[config.mk]
export PLATFORM = sky130hd
export DESIGN_NAME = router_bus_generator
export DESIGN_NICKNAME = d
export VERILOG_FILES = /design/src/rtl/router_pkg.sv /design/src/rtl/router_out_fifo.sv /design/src/rtl/router_bus_generator.sv
export SDC_FILE = /design/constraint.sdc
export NUM_CORES = 1
export LEC_CHECK = 0
export BUFFER_PORTS_ARGS = -buffer_cell sky130_fd_sc_hd__buf_4
export CAP_MARGIN = 20
export CORE_MARGIN = 3
export CORE_UTILIZATION = 50
export DETAILED_ROUTE_END_ITERATION = 7
export PLACE_DENSITY = 0.64
export SYNTH_ARGS = -nofsm -noshare
export SYNTH_HDL_FRONTEND = slang
export SYNTH_SLANG_ARGS = --single-unit
[constraint.sdc]
create_clock -name clk -period 13.35 [get_ports clk]
set_input_delay 1.335 -clock clk [delete_from_list [all_inputs] [get_ports clk]]
set_output_delay 1.335 -clock clk [all_outputs]
set_load 0.005 [all_outputs]
[src/rtl/router_pkg.sv]
// Shared definitions for the bus router: ID field width, bus FSM states and the
// destination-ID extraction helper.
package router_pkg;

    localparam int ID_W = 8;

    typedef enum logic [1:0] {
        IDLE    = 2'd0,
        POP     = 2'd1,
        DELIVER = 2'd2
    } state_t;

    // The destination ID occupies the top ID_W bits of a packet of width pck_w (pck_w <= 64).
    function automatic logic [ID_W-1:0] dest_id(input logic [63:0] pkt, input int pck_w);
        return pkt[pck_w-1 -: ID_W];
    endfunction

endpackage

[src/rtl/router_out_fifo.sv]
// Per-terminal output FIFO. A write is accepted on a full FIFO when a pop happens in
// the same cycle; head reads as zero while empty.
module router_out_fifo #(
    parameter int DEPTH = 16,
    parameter int WIDTH = 16
) (
    input  logic             clk_i,
    input  logic             rst_i,
    input  logic             push_i,
    input  logic             pop_i,
    input  logic [WIDTH-1:0] din_i,
    output logic             full_o,
    output logic             empty_o,
    output logic [WIDTH-1:0] head_o
);

    localparam int AW = (DEPTH > 1) ? $clog2(DEPTH) : 1;
    localparam int CW = $clog2(DEPTH + 1);

    logic [WIDTH-1:0] mem_q [DEPTH];
    logic [AW-1:0]    wr_ptr_q, wr_ptr_d;
    logic [AW-1:0]    rd_ptr_q, rd_ptr_d;
    logic [CW-1:0]    count_q, count_d;
    logic             do_push, do_pop;

    function automatic logic [AW-1:0] next_ptr(input logic [AW-1:0] p);
        return (p == AW'(DEPTH - 1)) ? '0 : p + 1'b1;
    endfunction

    assign empty_o = (count_q == '0);
    assign full_o  = (count_q == CW'(DEPTH));
    assign do_pop  = pop_i && !empty_o;
    assign do_push = push_i && (!full_o || do_pop);
    assign head_o  = empty_o ? '0 : mem_q[rd_ptr_q];

    always_comb begin
        wr_ptr_d = wr_ptr_q;
        rd_ptr_d = rd_ptr_q;
        count_d  = count_q;
        if (do_push) wr_ptr_d = next_ptr(wr_ptr_q);
        if (do_pop)  rd_ptr_d = next_ptr(rd_ptr_q);
        case ({do_push, do_pop})
            2'b10:   count_d = count_q + 1'b1;
            2'b01:   count_d = count_q - 1'b1;
            default: count_d = count_q;
        endcase
    end

    always_ff @(posedge clk_i or posedge rst_i) begin
        if (rst_i) begin
            wr_ptr_q <= '0;
            rd_ptr_q <= '0;
            count_q  <= '0;
        end else begin
            wr_ptr_q <= wr_ptr_d;
            rd_ptr_q <= rd_ptr_d;
            count_q  <= count_d;
        end
    end

    always_ff @(posedge clk_i) begin
        if (do_push) mem_q[wr_ptr_q] <= din_i;
    end

endmodule

[src/rtl/router_bus_generator.sv]
// Shared-bus router: round-robin arbiter plus IDLE/POP/DELIVER FSM moving one packet at a
// time from a terminal source FIFO into one output FIFO, or all others on broadcast.
module router_bus_generator
    import router_pkg::*;
#(
    parameter int              num_ntrfs  = 4,
    parameter int              pck_sz     = 16,
    parameter logic [ID_W-1:0] broadcast  = 8'hFF,
    parameter int              fifo_depth = 16
) (
    input  logic                                clk,
    input  logic                                reset,
    input  logic [num_ntrfs-1:0][pck_sz-1:0]    data_out_i_in,
    input  logic [num_ntrfs-1:0]                push,
    output logic [num_ntrfs-1:0]                popin,
    input  logic [num_ntrfs-1:0]                pop,
    output logic [num_ntrfs-1:0]                pndng,
    output logic [num_ntrfs-1:0][pck_sz-1:0]    data_out
);

    localparam int GW = (num_ntrfs > 1) ? $clog2(num_ntrfs) : 1;

    state_t              state_q, state_d;
    logic [GW-1:0]       grant_q, grant_d;
    logic [GW-1:0]       rr_q, rr_d;
    logic [pck_sz-1:0]   pkt_q, pkt_d;

    logic [num_ntrfs-1:0] full, empty, space, target, wr_en;
    logic [ID_W-1:0]      id;
    logic                 deliver_ok;

    // Target decode: broadcast excludes the source, a valid ID may address the source itself.
    always_comb begin
        target = '0;
        id     = dest_id(64'(pkt_q), pck_sz);
        if (id == broadcast) begin
            target          = '1;
            target[grant_q] = 1'b0;
        end else if (int'(id) < num_ntrfs) begin
            target[id[GW-1:0]] = 1'b1;
        end
    end

    assign space      = ~full | pop;
    assign deliver_ok = &(space | ~target);
    assign wr_en      = (state_q == DELIVER && deliver_ok) ? target : '0;
    assign pndng      = ~empty;

    always_comb begin
        logic          found;
        logic [GW-1:0] idx;
        state_d = state_q;
        grant_d = grant_q;
        rr_d    = rr_q;
        pkt_d   = pkt_q;
        popin   = '0;
        found   = 1'b0;
        idx     = '0;
        case (state_q)
            IDLE: begin
                for (int k = 0; k < num_ntrfs; k++) begin
                    idx = GW'((int'(rr_q) + k) % num_ntrfs);
                    if (!found && push[idx]) begin
                        found   = 1'b1;
                        grant_d = idx;
                    end
                end
                if (found) state_d = POP;
            end
            POP: begin
                popin[grant_q] = 1'b1;
                pkt_d          = data_out_i_in[grant_q];
                state_d        = DELIVER;
            end
            DELIVER: begin
                // All-or-nothing: a broadcast waits until every target has room.
                if (deliver_ok) begin
                    rr_d    = (grant_q == GW'(num_ntrfs - 1)) ? '0 : grant_q + 1'b1;
                    state_d = IDLE;
                end
            end
            default: state_d = IDLE;
        endcase
    end

    always_ff @(posedge clk or posedge reset) begin
        if (reset) begin
            state_q <= IDLE;
            grant_q <= '0;
            rr_q    <= '0;
        end else begin
            state_q <= state_d;
            grant_q <= grant_d;
            rr_q    <= rr_d;
        end
    end

    always_ff @(posedge clk) begin
        pkt_q <= pkt_d;
    end

    for (genvar i = 0; i < num_ntrfs; i++) begin : g_out
        router_out_fifo #(
            .DEPTH (fifo_depth),
            .WIDTH (pck_sz)
        ) u_fifo (
            .clk_i   (clk),
            .rst_i   (reset),
            .push_i  (wr_en[i]),
            .pop_i   (pop[i]),
            .din_i   (pkt_q),
            .full_o  (full[i]),
            .empty_o (empty[i]),
            .head_o  (data_out[i])
        );
    end

endmodule

# After elaboration in Yosys (flattened, before gate mapping)
# Memories as Yosys holds them, arrays and structs flattened.
# Cells that the tools add are included.
# word_totals
regBits	74
latch_bits	0
mem_bits_rw	1024
mem_bits_ro	0
in_bits	74
out_inout_bits	72
elab_cells	182
mem_count	4
# memory_table
name	words	word_bits	rd	rd_clocked_by_memory_dff	wr	line_no	text
g_out[0].u_fifo.mem_q	16	16	1	0	1	router_out_fifo.sv:20	logic [WIDTH-1:0] mem_q [DEPTH];
g_out[1].u_fifo.mem_q	16	16	1	0	1	router_out_fifo.sv:20	
g_out[2].u_fifo.mem_q	16	16	1	0	1	router_out_fifo.sv:20	
g_out[3].u_fifo.mem_q	16	16	1	0	1	router_out_fifo.sv:20	
# op_classes
add_sub_neg	20
mul	0
div_mod_pow	0
n_lt_le_gt_ge	9
eq_ne	26
shifts	0
n_mux	58
n_bitwise	6
reduce_logical	43
# ops
cell	count
2-to-1 mux 16 bit	5
2-to-1 mux 4 bit	12
case mux 5 bit (2 select lines)	4
adder 4 x 1 -> 4 bit (second input constant)	8
binary-select mux 16 bit (select 2 bit)	1
equality test 4 bit (second input constant)	8
2-to-1 mux 1 bit	22
adder 5 x 1 -> 5 bit (second input constant)	4
equality test 5 bit (second input constant)	4
zero test 5 bit	4
subtractor 5 x 1 -> 5 bit (second input constant)	4
< comparator 2 x 3 -> 1 bit (second input constant)	6
inverter 4 bit	4
logical AND 1 bit	14
2-to-1 mux 2 bit	7
equality test 2 bit (second input constant)	6
zero test 1 bit	11
equality test 2 x 1 -> 1 bit (second input constant)	5
binary-select mux 1 bit (select 2 bit)	4
equality test 8 bit (second input constant)	1
< comparator 8 x 3 -> 1 bit (second input constant)	1
bitwise OR 4 bit	2
nonzero test 2 bit	4
case mux 2 bit (3 select lines)	1
other kinds (11)	20

# Longest topological paths before layout
# Gate-level depths: netlist of the first run.
# logic_depth
ltp_word	18
depth_mapped	20
mapped_depth_nobuf	16

# Hierarchy
# Synthesis of the first run repeated with hierarchy kept, for this count alone.
# unflattened
hier_cells	2152
hier_area_um2	44342.5
# by_module_without_submodules
module	n_inst	cells_per_inst	area_each_um2	seq_area_each_um2
router_out_fifo at g_out[0].u_fifo ...	3	508	10696.5	8012.7
router_out_fifo at g_out[3].u_fifo	1	512	10752.8	8012.7
router_bus_generator	1	116	1500.2	630.6

# Worst setup path after synthesis of the first run
# OpenSTA, ideal clock, no wires.
# synth_timing
path_kind	input to register
startpoint	input pop[2]
endpoint	memory g_out[1].u_fifo.mem_q[0][0] (enable)
setup_time_ns	0.436
arrival_time_ns	4.417
required_time_ns	12.914
setup_slack_ns	8.497
path_stages	9
n_path_buf	2
cell_sequence	nor2b_1 nand3_1 a21oi_2 or2_2 buf_6 nor4_4 inv_2 buf_4 nor4b_1
# synth_via
elab_chain_len	8
# synth_rtl
item	line_no	text
start: declaration	router_bus_generator.sv:16	input logic [num_ntrfs-1:0] pop,
bitwise OR 4 bit	router_bus_generator.sv:44	assign space = ~full | pop;
bitwise OR 4 bit	router_bus_generator.sv:45	assign deliver_ok = &(space | ~target);
AND reduction 4 bit	router_bus_generator.sv:45	
logical AND 1 bit	router_bus_generator.sv:46	assign wr_en = (state_q == DELIVER && deliver_ok) ? target : '0;
2-to-1 mux 4 bit	router_bus_generator.sv:46	
logical AND 1 bit	router_out_fifo.sv:33	assign do_push = push_i && (!full_o || do_pop);
2-to-1 mux 1 bit	router_out_fifo.sv:62	if (do_push) mem_q[wr_ptr_q] <= din_i;
2-to-1 mux 1 bit (implied by the code)	router_out_fifo.sv:62	
end: declaration	router_out_fifo.sv:20	
# Every way passes these cells.

==> flow_summary.yaml, run 1 <==
clocking:
  clockBufferDepth: 3
  clock_latency_ns: 0.67
  cts_root_buf: "clkbuf_16"
  cts_buffers: 107
  cts_tree: "built"
  post_cts_buffers: 0
  cts_resized: 0
  clock-sinks: 1098
  htree_levels: 3
  postCtsHoldBufs: 0
  clk_pin_slew_ns: 0.06
global_routing:
  grt_overflow: 0
  grt_pass1_vias: 21700
  grt_pass1_wl_um: 142000
  grt_max_degree: 72
  grt_usage_pct: 21.3
  antenna_found_initial: 4
worst_setup_path:
  crit_buf_inv: 2
  path_max_fanout: 48
  critical-path-slowest-cell: "buf_4"
  crit_start: "g_out[0].u_fifo.rd_ptr_q[0]$_DFFE_PP0P_"
  crit_family: "multiplexers"
  worstSetupEndpointType: "primary output"
  path_class: "reg2out"
  worstPathCellList: "buf_4 > mux4_2 > mux4_2 > and2_1 > buf_4"
  r2r-start: "pkt_q[8]$_DFFE_PN_"
  required_ns: 12.02
  startpoint_type: "register"
  arrival_ns: 3.73
  cp_slowest_stage_delay_ns: 0.82
sta:
  timing.final.crit_share_pct: 37.9
  rsz0062_at_grt: "no"
  setup_tns_ns: 0
  fmax_mhz: 198
  tightest_slew_ns: 1.18
  fin_crit_ns: 5.06
  setup_viol: 0
  final-hold-violation-count: 0
  final_max_slew_viol_count: 0
  relSlewSlack_pct: 21.4
  fin_skew_ns: 0.0158
  fin_ws_ns: 8.29
outcome:
  status: "completed"
power:
  power.density_mw_per_mm2: 210
  leakage_nw: 16.4
  clockPowerShare_pct: 28.6
  pwr-share-comb_pct: 28.5
  p_seq_share_pct: 42.9
  p_int_mw: 7.62
  p_total_mw: 10.6
  switching_power_mw: 3.02
  p_sw_share_pct: 28.4
  ir_drop_mv: 0.131
die:
  start_util_pct: 50.6
  coreArea_mm2: 0.0870
  ioPinCount: 146
  dieHeight_um: 303
  dieArea_mm2: 0.0916
  num_rows: 108
  die_w_um: 303
synthesis:
  syn_nets: 2124
  synth_edf_count: 1040
  ys_ff_latch: 1098
  async_flop_share_pct: 5.28
  synthesis.area_mm2: 0.0440
  synthDistinctLibCells: 67
  ys_warn_count: 0
  syn_avg_cell_area_um2: 21.9
  ys_seq_area_share_pct: 74.3
  synth_ff_type: "edfxtp_1"
  syn_inst: 2012
route:
  avgRoutedWirePerCell_um: 27.3
  drt-initial-drc-count: 2116
  drc: 0
  ant_nets: 0
  routed_wl_um: 95500
  firstDrtPassIters: 7
  viasPerCell: 5.97
  num_vias: 20900
place:
  routabilityCongestion: 0.761
  post-place-ws_ns: 8.35
  detailed_place_hpwl_um: 51800
  dpl_cell_area_mm2: 0.0469
  port_buffers: 145
min_path:
  hold_path.class: "reg2reg"
  hp-start: "g_out[2].u_fifo.count_q[4]$_DFFE_PP0P_"
final_layout:
  design_area_mm2: 0.0507
  areaGrowthSynthToFinish_pct: 15.2
  drive_gt1_share_pct: 34.9
  finish.utilization_pct: 58.2
  multi_input_area_mm2: 0.0109
  nFillCells: 6298
  nets: 2356
  ff_latch_area_mm2: 0.0327
flow_run:
  max-cap-violations: 0
[power groups by stage]
stage | clock [mW] | sequential (mW) | combinational (mW)
floorplan | 0 | 4.59 | 1.98
global placement | 0 | 4.67 | 2.93
detailed placement | 0 | 4.67 | 3.02
CTS | 3.11 | 4.60 | 3.03
global route | 3.25 | 4.59 | 3.28
finish | 3.04 | 4.56 | 3.03
[layout make-up]
type,instances,share of cell area [%]
Sequential cell,1098,64.5
Multi-Input combinational cell,773,21.5
Clock buffer,125,5.46
Timing Repair Buffer,237,3.75
Tap cell,1155,2.85
Clock inverter,77,1.63
Inverter,27,0.200
Antenna cell,4,0.0198
[worst reg2reg max path: stages, from the launching register on]
cell and delay (ns):
edfxtp_1 0.36, buf_4 0.62, nor3_1 0.18, nand2_1 0.15, a21oi_2 0.06, or2_2 0.42
nor4_4 0.69, inv_1 0.31, ha_1 0.40, xor2_1 0.20, ha_1 0.23, o21a_1 0.17
o22a_1 0.19, a21oi_1 0.17, xor2_1 0.16, nor2_1 0.07, xor2_1 0.14
[routing by layer]
layer	global-route usage, %	vias to the layer above	part of all wire [%]
met5	0	-	0
met4	6.22	0	2.0
met3	3.34	105	6.0
met2	34.4	654	50
met1	30.4	11200	42
li1	-	8920	-
[state kept, by name (all words and copies together) (netlist names)]
name                   flops
state_q                    2
g_out.u_fifo.count_q      20
rr_q                       2
pkt_q                     16
g_out.u_fifo.rd_ptr_q     16
g_out.u_fifo.mem_q      1024
g_out.u_fifo.wr_ptr_q     16
grant_q                    2
[final timing paths]
path | depth (start not counted) | slack (ns) | to
worst max-delay path | 5 | 8.29 | data_out[13]
worst min-delay path | 1 | 0.48 | g_out[2].u_fifo.count_q[4]$_DFFE_PP0P_
worst max register to register | 16 | 8.68 | g_out[3].u_fifo.count_q[4]$_DFFE_PP0P_
worst min register to register | 1 | 0.48 | g_out[2].u_fifo.count_q[4]$_DFFE_PP0P_
max in group asynchronous | 3 | 11.81 | g_out[3].u_fifo.rd_ptr_q[0]$_DFFE_PP0P_
min in group asynchronous | 3 | 0.89 | g_out[1].u_fifo.rd_ptr_q[0]$_DFFE_PP0P_
[stage by stage]
| stage | std cells | hold slack, ns |
|---|---|---|
| final | 3496 | 0.481 |
| after global routing | 3493 | 0.507 |
| after CTS | 3485 | 0.482 |
| after detailed placement | 3283 | 0.470 |
| after global placement | 3282 | 0.478 |
| after floorplan | 2012 | 0.447 |
[kinds of logic (layout without fill, tap and decap cells)]
| kind of cell | after synthesis | count (layout) | synth area share (%) |
|---|---|---|---|
| adder cells (fa/ha/maj) | 38 | 38 | 1.08 |
| flip-flops | 1098 | 1098 | 74.3 |
| buffers and inverters | 141 | 466 | 1.35 |
| AND/OR/NAND/NOR | 256 | 256 | 3.55 |
| multiplexers | 356 | 356 | 17.7 |
| XOR/XNOR | 35 | 35 | 0.697 |
| other | 0 | 4 | 0 |
| AO/OA/AOI/OAI | 88 | 88 | 1.33 |
[synth_stat cells (3+ instances only)]
cell / count / share of area (%)
edfxtp_1: 1040 / 71
mux4_2: 336 / 17
clkbuf_1: 84 / 0.72
and2_1: 59 / 0.84
dfrtp_1: 58 / 3.3
ha_1: 38 / 1.1
nand2_1: 32 / 0.27
nor2b_1: 32 / 0.46
inv_1: 26 / 0.22
nor2_1: 24 / 0.20
nor3_1: 24 / 0.27
o21ai_0: 23 / 0.26
xor2_1: 23 / 0.46
a21oi_1: 17 / 0.19
mux2_2: 16 / 0.41
buf_2: 15 / 0.17
nor4b_1: 12 / 0.24
xnor2_1: 12 / 0.24
a31oi_1: 9 / 0.13
nand3_1: 9 / 0.10
nor4_1: 8 / 0.11
and3_1: 7 / 0.10
and4b_1: 7 / 0.16
buf_1: 7 / 0.060
nand4_1: 7 / 0.10
nand2b_1: 6 / 0.085
or3_1: 6 / 0.085
buf_6: 5 / 0.13
and4_1: 4 / 0.080
o22ai_1: 4 / 0.057
o41ai_1: 4 / 0.080
a21o_1: 3 / 0.051
a22oi_1: 3 / 0.051
nand3b_1: 3 / 0.051
o31ai_1: 3 / 0.051
or2_2: 3 / 0.043
or4_4: 3 / 0.077
[cell usage in the layout (no fill, tap or decap), types with 7 or more instances in the layout]
master and count:
a31oi_1 9, clkinv_2 21, buf_4 229, nand4_1 7, nor4b_2 10, nor3_2 21
and4b_1 7, o21ai_0 23, nor2_1 24, nand2_1 32, edfxtp_1 1040, nand3_1 9
inv_1 25, clkbuf_16 107, bufinv_16 15, ha_1 38, clkbuf_1 16, mux4_2 336
clkinv_1 26, xnor2_1 12, and2_1 59, xor2_1 23, a21oi_1 17, mux2_2 16
nor2b_1 30, and3_1 7, dfrtp_1 48
Note: power is estimated with default switching activity, not from simulation.
==> run 2, diff against run 1 <==
PLACE_DENSITY = 0.67   (was 0.64)
clock period = 4.6 ns   (was 13.35 ns; I/O delays follow)
==> run 2 against run 1 <==
Net effect:
- largest cell class unchanged
- critical path type is now reg2reg
- register-to-register slack worse by 8.3 ns
- highest routed layer unchanged
- largest power group unchanged
- non-clock buffer count rose by 24
- clock skew up 0.0051 ns
- total power grew to 2.9 times the previous value
- sequential power rose to 2.9 times the previous value
==> flow_summary.yaml, run 2 (synthesis results as in run 1) <==
power:
  p_total_mw: 30.7
  p_sw_share_pct: 28.9
  clockPowerShare_pct: 27.3
  switching_power_mw: 8.89
  ir_drop_mv: 0.327
  p_seq_share_pct: 43.6
  p_int_mw: 21.8
  power.density_mw_per_mm2: 605
  pwr-share-comb_pct: 29.1
  leakage_nw: 16.5
final_layout:
  final_common_cell: "edfxtp_1"
  design_area_mm2: 0.0508
  nFillCells: 6270
  fin_cells: 3514
  final_cell_mix: "1040 x edfxtp_1, 336 x mux4_2, 246 x buf_4"
  largest_reg_flops: 1024
  nets: 2379
  multi_input_area_mm2: 0.0110
  regMostFlops: "g_out.u_fifo.mem_q"
  reg_top3: "g_out.u_fifo.mem_q: 1024 flops, g_out.u_fifo.count_q: 20 flops"
  drive_gt1_share_pct: 35.1
  ff_latch_area_mm2: 0.0327
  areaGrowthSynthToFinish_pct: 15.4
worst_setup_path:
  worstSetupEndpointType: "register"
  r2r-start: "g_out[2].u_fifo.count_q[1]$_DFFE_PP0P_"
  crit_family: "simple AND/OR/NAND/NOR gates"
  cp_slowest_stage_delay_ns: 0.79
  cpMostUsedCell: "xor2_1"
  startpoint_type: "register"
  critical-path-slowest-cell: "nor4_1"
  arrival_ns: 4.79
  regToRegSetupSlack_ns: 0.35
  path_max_fanout: 9
  worstPathCellList: "nor4_1 > nand3_1 > a21oi_2 > or2_2 > nor4_4 > inv_1 > buf_4 > ha_1 > xor2_1 > ha_1 > o21a_1 > o22a_1 > a21oi_1 > xor2_1 > nor2_1 > xor2_1"
  required_ns: 5.15
  path_class: "reg2reg"
  crit_buf_inv: 2
  r2r_cells: 16
  reg2reg_to: "g_out[3].u_fifo.count_q[4]$_DFFE_PP0P_"
die:
  die_w_um: 303
  start_util_pct: 50.6
  dieHeight_um: 303
  dieArea_mm2: 0.0916
  coreArea_mm2: 0.0870
  num_rows: 108
  ioPinCount: 146
clocking:
  cts_buffers: 106
  clock_latency_ns: 0.67
  cts_resized: 0
  clockBufferDepth: 3
  clk_pin_slew_ns: 0.06
  htree_levels: 3
  cts_root_buf: "clkbuf_16"
  cts_tree: "built"
  clock-sinks: 1098
sta:
  fin_ws_ns: 0.355
  fmax_mhz: 236
  tightest_slew_ns: 1.14
  fin_crit_ns: 4.25
  fin_skew_ns: 0.0208
  setup_viol: 0
  final_max_slew_viol_count: 0
  timing.final.crit_share_pct: 92.3
  relSlewSlack_pct: 24.2
  final-hold-violation-count: 0
  rsz0062_at_grt: "no"
global_routing:
  grt_pass1_vias: 22000
  grt_overflow: 0
  grt_usage_pct: 21.6
  grt_pass1_wl_um: 145000
  antenna_found_initial: 3
  grt_max_degree: 69
route:
  num_vias: 21100
  drc: 0
  routed_wl_um: 97400
  firstDrtPassIters: 5
  drt-initial-drc-count: 2234
  avgRoutedWirePerCell_um: 27.7
  viasPerCell: 6.00
  ant_nets: 0
place:
  port_buffers: 145
  dp.cells: 3307
  post-place-ws_ns: 0.433
  detailed_place_hpwl_um: 56800
  routabilityCongestion: 0.807
  dpl_cell_area_mm2: 0.0472
flow_run:
  max-cap-violations: 0
min_path:
  hp-start: "data_out_i_in[5]"
  hold_path.class: "in2reg"
  holdPathStages: 2
  holdPathEnd: "pkt_q[5]$_DFFE_PN_"
outcome:
  status: "completed"
## run 2: power by group through the flow
| stage | sequential [mW] | combinational, mW | clock [mW] |
|---|---|---|---|
| after floorplan | 13.3 | 5.74 | 0 |
| after global placement | 13.7 | 8.61 | 0 |
| after detailed placement | 13.8 | 8.81 | 0 |
| after CTS | 13.6 | 8.83 | 8.56 |
| after global routing | 13.5 | 9.61 | 8.93 |
| final | 13.4 | 8.93 | 8.38 |
## run 2: final cells by class
| cell class | instances | share of cell area, % |
|---|---|---|
| flip-flops and latches | 1098 | 64.4 |
| multi-input cells | 773 | 21.7 |
| repair buffers | 261 | 4.27 |
| clock inverters | 58 | 0.924 |
| well taps | 1155 | 2.85 |
| diodes | 2 | 0.00986 |
| clock buffers | 140 | 5.70 |
| inverters | 27 | 0.200 |
## run 2: worst reg2reg max path, stage by stage, from the launching register on
cell and delay, ns:
dfrtp_1 0.45, nor4_1 0.79, nand3_1 0.20, a21oi_2 0.26, or2_2 0.31, nor4_4 0.09
inv_1 0.07, buf_4 0.18, ha_1 0.41, xor2_1 0.12, ha_1 0.23, o21a_1 0.19
o22a_1 0.22, a21oi_1 0.22, xor2_1 0.18, nor2_1 0.07, xor2_1 0.14
## run 2: routing by layer
metal  global-route usage (%)  part of all wire [%]
met1                     31.1                    42
met2                     35.8                    50
met3                     2.94                   6.3
met4                     5.04                   1.8
met5                        0                     0
## run 2: metrics by stage
stage,utilization (%),TNS [ns],hold WS (ns)
after floorplan,-,-9.14,0.447
after global placement,54.3,0,0.463
after detailed placement,54.3,0,0.469
after CTS,58.2,0,0.152
after global routing,58.3,0,0.175
final,58.3,0,0.186
## run 2: worst max-delay path by stage
stage                                           start                                     end  slack [ns]  cells after the start
4_1_cts                           pkt_q[11]$_DFFE_PN_  g_out[2].u_fifo.count_q[4]$_DFFE_PP0P_        0.41                     15
5_1_grt                           pkt_q[11]$_DFFE_PN_  g_out[2].u_fifo.count_q[4]$_DFFE_PP0P_        0.02                     15
6_report       g_out[2].u_fifo.count_q[1]$_DFFE_PP0P_  g_out[3].u_fifo.count_q[4]$_DFFE_PP0P_        0.35                     16
3_3_place_gp   g_out[0].u_fifo.count_q[2]$_DFFE_PP0P_  g_out[3].u_fifo.count_q[4]$_DFFE_PP0P_        0.66                     16
2_1_floorplan                     pkt_q[10]$_DFFE_PN_   g_out[2].u_fifo.mem_q[0][0]$_DFFE_PP_       -0.19                      8
3_5_place_dp                      pkt_q[11]$_DFFE_PN_  g_out[2].u_fifo.count_q[4]$_DFFE_PP0P_        0.43                     15
## run 2: timing repair
item	in CTS	in global routing
setup endpoints to repair	0	0
buffers inserted	0	0
hold buffers	1	0
hold endpoints to repair	12	0
